[src/rtl/jk_drive_ctrl.sv]
// Request-driven controller for a JK flip-flop bank: computes J/K excitation from
// Q feedback, pulses it for one cycle, verifies the result and retries on mismatch.
module jk_drive_ctrl #(
    parameter int WIDTH     = 4,
    parameter int MAX_RETRY = 2
) (
    input  logic             clk,
    input  logic             rst,
    input  logic             req_valid,
    output logic             req_ready,
    input  logic [WIDTH-1:0] req_target,
    input  logic             req_mode,
    input  logic [WIDTH-1:0] q_fb,
    output logic [WIDTH-1:0] j,
    output logic [WIDTH-1:0] k,
    output logic             rsp_valid,
    input  logic             rsp_ready,
    output logic             rsp_err,
    output logic [WIDTH-1:0] rsp_q,
    output logic [3:0]       rsp_tries
);

    typedef enum logic [2:0] {
        S_IDLE,
        S_DRIVE,
        S_WAIT,
        S_CHECK,
        S_RESP
    } state_t;

    localparam logic [3:0] RETRY_LIMIT = 4'(MAX_RETRY);

    state_t           state;
    logic [WIDTH-1:0] tgt;
    logic             mode;
    logic [3:0]       tries;
    logic [WIDTH-1:0] mism;

    // Bits already at target produce zero here, so they are held (j=k=0).
    assign mism = q_fb ^ tgt;

    // NOTE: all state and outputs are registered with non-blocking assignments so
    // every branch sees the values from before this edge, never a half-updated mix.
    always_ff @(posedge clk) begin
        if (rst) begin
            state     <= S_IDLE;
            req_ready <= 1'b1;
            j         <= '0;
            k         <= '0;
            rsp_valid <= 1'b0;
            rsp_err   <= 1'b0;
            rsp_q     <= '0;
            rsp_tries <= '0;
            tgt       <= '0;
            mode      <= 1'b0;
            tries     <= '0;
        end else begin
            case (state)
                S_IDLE: begin
                    j <= '0;
                    k <= '0;
                    if (req_valid && req_ready) begin
                        tgt       <= req_target;
                        mode      <= req_mode;
                        tries     <= '0;
                        req_ready <= 1'b0;
                        state     <= S_DRIVE;
                    end
                end
                S_DRIVE: begin
                    if (mode) begin
                        j <= mism;
                        k <= mism;
                    end else begin
                        j <= mism & tgt;
                        k <= mism & ~tgt;
                    end
                    tries <= tries + 4'd1;
                    state <= S_WAIT;
                end
                S_WAIT: begin
                    // The bank samples j/k on the edge that leaves this state.
                    j     <= '0;
                    k     <= '0;
                    state <= S_CHECK;
                end
                S_CHECK: begin
                    rsp_q     <= q_fb;
                    rsp_tries <= tries;
                    if (q_fb == tgt) begin
                        rsp_err   <= 1'b0;
                        rsp_valid <= 1'b1;
                        state     <= S_RESP;
                    end else if (tries <= RETRY_LIMIT) begin
                        state <= S_DRIVE;
                    end else begin
                        rsp_err   <= 1'b1;
                        rsp_valid <= 1'b1;
                        state     <= S_RESP;
                    end
                end
                S_RESP: begin
                    if (rsp_valid && rsp_ready) begin
                        rsp_valid <= 1'b0;
                        req_ready <= 1'b1;
                        state     <= S_IDLE;
                    end
                end
                default: begin
                    state     <= S_IDLE;
                    req_ready <= 1'b1;
                    rsp_valid <= 1'b0;
                    j         <= '0;
                    k         <= '0;
                end
            endcase
        end
    end

endmodule
[config.mk]
export PLATFORM = sky130hd
export DESIGN_NAME = jk_drive_ctrl
export DESIGN_NICKNAME = d
export VERILOG_FILES = /design/src/rtl/jk_drive_ctrl.sv
export SDC_FILE = /design/constraint.sdc
export NUM_CORES = 1
export LEC_CHECK = 0
export ABC_AREA = 1
export ABC_CLOCK_PERIOD_IN_PS = 1300
export BUFFER_PORTS_ARGS = -buffer_cell sky130_fd_sc_hd__clkbuf_2
export CAP_MARGIN = 10
export CORE_ASPECT_RATIO = 0.6
export CORE_MARGIN = 3
export CORE_UTILIZATION = 48
export CTS_BUF_LIST = sky130_fd_sc_hd__clkbuf_16
export DETAILED_ROUTE_END_ITERATION = 8
export HOLD_SLACK_MARGIN = 0.03
export PLACE_DENSITY_LB_ADDON = 0.3
export SETUP_SLACK_MARGIN = 0.02
export SYNTH_ARGS = -nofsm -noshare
export SYNTH_HDL_FRONTEND = slang
export SYNTH_SLANG_ARGS = --single-unit
[constraint.sdc]
create_clock -name clk -period 1.3 [get_ports clk]
set_input_delay 0.325 -clock clk [delete_from_list [all_inputs] [get_ports clk]]
set_output_delay 0.325 -clock clk [all_outputs]
set_load 0.005 [all_outputs]
# ---- Word-level counts from Yosys, hierarchy flattened
# Index checks and enable logic that the tools add are counted.
dict set report totals {
  out_inout_bits 19
  inputBits 13
  ff_bits 31
}
dict set report classes {
  addsub 1
  magnitude_cmp 1
  bitwise 6
  mux 19
  reduce_logical 13
  eq_ne 9
}
# cell count
set ops {}
lappend ops {{$pmux 4 s2} 3}
lappend ops {{$pmux 3 s5} 1}
lappend ops {{$mux 3} 4}
lappend ops {{$mux 4} 3}
lappend ops {{$and 4x4->4} 2}
lappend ops {{$reduce_and 2->1} 4}
lappend ops {{$eq 3x2->1 const B} 2}
lappend ops {{$mux 1} 6}
lappend ops {{$ne 2x2->1 const B} 3}
lappend ops {{$pmux 1 s3} 2}
lappend ops {{$reduce_and 3->1} 2}
lappend ops {{$reduce_or 3->1} 2}
lappend ops {{$add 4x1->4 const B} 1}
lappend ops {{$eq 4x4->1} 1}
lappend ops {{$le 4x2->1 const B} 1}
lappend ops {{$not 4->4} 1}
lappend ops {{$xor 4x4->4} 1}
lappend ops {{$eq 3x1->1 const B} 1}
lappend ops {{$eq 3x3->1 const B} 1}
lappend ops {{$logic_not 3->1} 1}
lappend ops {{$ne 3x3->1 const B} 1}
lappend ops {{$logic_and 1x1->1} 2}
lappend ops {{$not 1->1} 2}
lappend ops {{$reduce_bool 2->1} 1}
lappend ops {{$reduce_or 2->1} 1}

# ---- Longest topological paths before layout
dict set report logic_depth {
  word_depth 4
  ltp_mapped 9
}

# ---- Worst setup path after synthesis
# OpenSTA, ideal clock, no wires.
dict set report synth_path {
  path_type {input to register}
  from {input q_fb[1]}
  to {register j[1]}
  stages 6
  setup_time_ps 70
  path_slack_ps 80
  t_arrival_ps 1149
  path_cell_list {inv_1 ha_1 or2_2 nand2_1 nand2_1 a21oi_1}
}
dict set report synth_via {
  elab_chain_len 4
}
# item line_no
set synth_rtl {}
lappend synth_rtl {{from (decl)} 13} ;# input logic [WIDTH-1:0] q_fb,
lappend synth_rtl {{$xor 4x4->4 *} 40} ;# assign mism = q_fb ^ tgt;
lappend synth_rtl {{$and 4x4->4} 75} ;# j <= mism & tgt;
lappend synth_rtl {{$mux 4 *} 71} ;# if (mode) begin
lappend synth_rtl {{$pmux 4 s2 *} 58} ;# case (state)
lappend synth_rtl {{to (signal assigned)} 72} ;# j <= mism;
lappend synth_rtl {{to (signal assigned)} 75}
lappend synth_rtl {{to (decl)} 14} ;# output logic [WIDTH-1:0] j,
# Mark *: on every way between the ends. The rest lies on a longest branch, timed or not.
# A chain may end at the register's enable or synchronous reset.

# ---- Worst setup path after layout
dict set report layout_path {
  from {register req_ready}
  to {output req_ready}
}
# item line_no
set layout_rtl {}
lappend layout_rtl {{from (decl)} 10} ;# output logic req_ready,
lappend layout_rtl {{from (signal assigned)} 47} ;# req_ready <= 1'b1;
lappend layout_rtl {{from (signal assigned)} 66} ;# req_ready <= 1'b0;
lappend layout_rtl {{from (signal assigned)} 105} ;# req_ready <= 1'b1;
# No word-level cell between the ends.

==> results.cfg <==
[outcome]
status = finished, final reports clean

[setup_path]
cp-end-kind = output pin
cp.required_ns = 0.98
critPathArrivalTime_ns = 0.92
path_max_fanout = 5
max_stage_delay_ns = 0.48
worst-setup-path-type = flop to output pin
startpoint_type = flop
crit_chain = clkbuf_2
cp_num_buf_inv = 1
critPathSlowestCell = dfxtp_1
path_delay_family = flip-flops

[run]
drv_cap = 0

[layout]
post-route-cell-area_sq_um = 1980
layout_common_cells = nand2_1, clkbuf_2, dfxtp_1
fill_cells = 220
finalNonFillerCells = 288
drive_above_1_share_pct = 32.7
antenna_cells = 0
syn2layout_area_growth_pct = 35.9
final_common_cell = nand2_1
fin_nets = 272

[floorplanning]
rows = 14
die_y_microns = 48.7
ioPinCount = 32
dieWidth_microns = 77.1
design.core.area_sq_um = 2700
initial_utilization_pct = 54.0
die_area_sq_um = 3750

[clocking]
path_clk_slew_ns = 0.05
post_cts_buffers = 0
cts-root-buf = clkbuf_16
h-tree-depth = 2
cts_hold_buf = 0
cts_buffers = 5
clk_latency_ns = 0.27
cts_buffer_depth = 2
cts_tree = done
cts.sinks = 31

[sta]
setup_viol = 0
rsz0062_at_grt = true
hold_viol = 0
worstMarginPinSlew_ns = 0.283
fin_skew_ns = 0.00448
fin_crit_sh_pct = 96.0
fmax_ghz = 0.801
finalCriticalPeriod_ns = 1.25
final.setup.tns_ns = 0
slew_headroom_pct = 81.1
maxSlewViolCount = 0
whs_ns = 0.275

[global_route]
grt_max_degree = 17
use_met2_pct = 26.6
grt.total_usage_pct = 17.9
grt_use_met1_pct = 24.7
grt_antenna_before_repair = 0
grt_overflow = 0
grt_first_pass_wirelength_mm = 5.40
use_met3_pct = 5.19
top_usage_layer = met2
grt_pass1_vias = 1244

[logic_synthesis]
avgSynthCellArea_sq_um = 7.32
syn_inst = 199
syn_area_sq_um = 1460
ys_warn_count = 0
ys_types = 19
yosys.area.top_type = dfxtp_1
synth_fp_nets = 222
ys_ff_latch = 31
synth_area_leaders = dfxtp_1, nand2_1, ha_1, a21oi_1, inv_1
synth_top_cell_area_share_pct = 42.6
seq_area_frac_synth_pct = 42.6

[place]
hpwl_mm = 2.38
numPortBuffers = 31
dp.cells = 281
placed_cell_area_sq_um = 1760
place_congestion = 0.823

[routing]
avgRoutedWirePerCell_microns = 12.0
antenna_left = 0
drt-total-wl_mm = 3.47
viasPerCell = 4.87
vias = 1403
drtIter0Drc = 45
drc = 0
drtPass1Iterations = 4

[power_and_ir_drop]
leakagePower_nw = 0.978
peakVddDrop_v = 0.000877
p_per_area_nw_per_um2 = 1450

[worst_hold_path]
hold_class = input port to flop
report_power, final:
group / internal, W / switching [W] / leakage (nW) / total [W]
registers: 0.00105 / 0.0000854 / 0.253 / 0.00114
clock network: 0.000675 / 0.000356 / 0.0669 / 0.00103
logic: 0.000292 / 0.000399 / 0.657 / 0.000691
total: 0.00202 / 0.000841 / 0.978 / 0.00286
worst paths after layout:
kind                       from   endpoint  slack (ns)  cells past startpoint
hold / removal    req_target[0]     tgt[0]        0.28                      3
hold reg to reg            k[0]       k[0]        0.46                      2
setup reg to reg         tgt[1]       j[1]        0.07                      5
setup / recovery      req_ready  req_ready        0.05                      1
synthesized netlist by cell type:
cell type,instances
nand2_1,56
dfxtp_1,31
a21oi_1,23
inv_1,21
nor2_1,18
o21ai_0,13
ha_1,10
nand3_1,8
buf_6,3
or2_2,3
clkbuf_1,2
inv_2,2
nand3_2,2
nor2_2,2
buf_2,1
nor3_1,1
o21ai_2,1
or2_1,1
xor2_1,1
stage by stage:
stage	setup WS, ns	util [%]	total power [W]
finish	0.0519	73.4	0.00286
detailed placement	-0.0915	65.1	0.00174
global route	-0.0340	73.4	0.00303
global placement	-0.0722	65.1	0.00173
floorplan	0.0802	-	0.00152
CTS	0.0137	70.6	0.00279
metal layers:
metal / part of all wire [%] / wire length, microns
met3: 6.8 / 237
met1: 48 / 1670
met2: 45 / 1550
met4: 0.40 / 14
met5: 0 / 0
cell families (layout without fill, tap and decap cells):
family / after synthesis / after routing / share of synthesized area, %
AOI/OAI and AO/OA: 37 / 37 / 13.0
and+or+nand+nor: 91 / 92 / 26.1
adders and majority gates: 10 / 10 / 8.59
xor gates and xnor gates: 1 / 1 / 0.601
buffers and inverters: 29 / 77 / 9.11
DFF: 31 / 31 / 42.6
sequential cells by signal (all words and copies together) (netlist names):
register	cells
req_ready	1
j	4
rsp_q	4
rsp_err	1
state	3
rsp_valid	1
mode	1
tgt	4
k	4
rsp_tries	4
tries	4
what timing repair did:
item                       in CTS  in global routing
gates cloned                    0                  1
resized for setup               3                 18
pin swaps                       0                  7
setup endpoints to repair      14                 29
cell type report:
class                           count  area, sq um  share of cell area, %
Timing Repair Buffer               48          295                   14.9
Inverter                           23         88.8                   4.49
Multi-Input combinational cell    140          792                   40.0
Sequential cell                    31          624                   31.5
Tap cell                           40         50.0                   2.53
Clock inverter                      1         3.75                  0.190
Clock buffer                        5          125                   6.32
(Power assumes the default switching activity.)
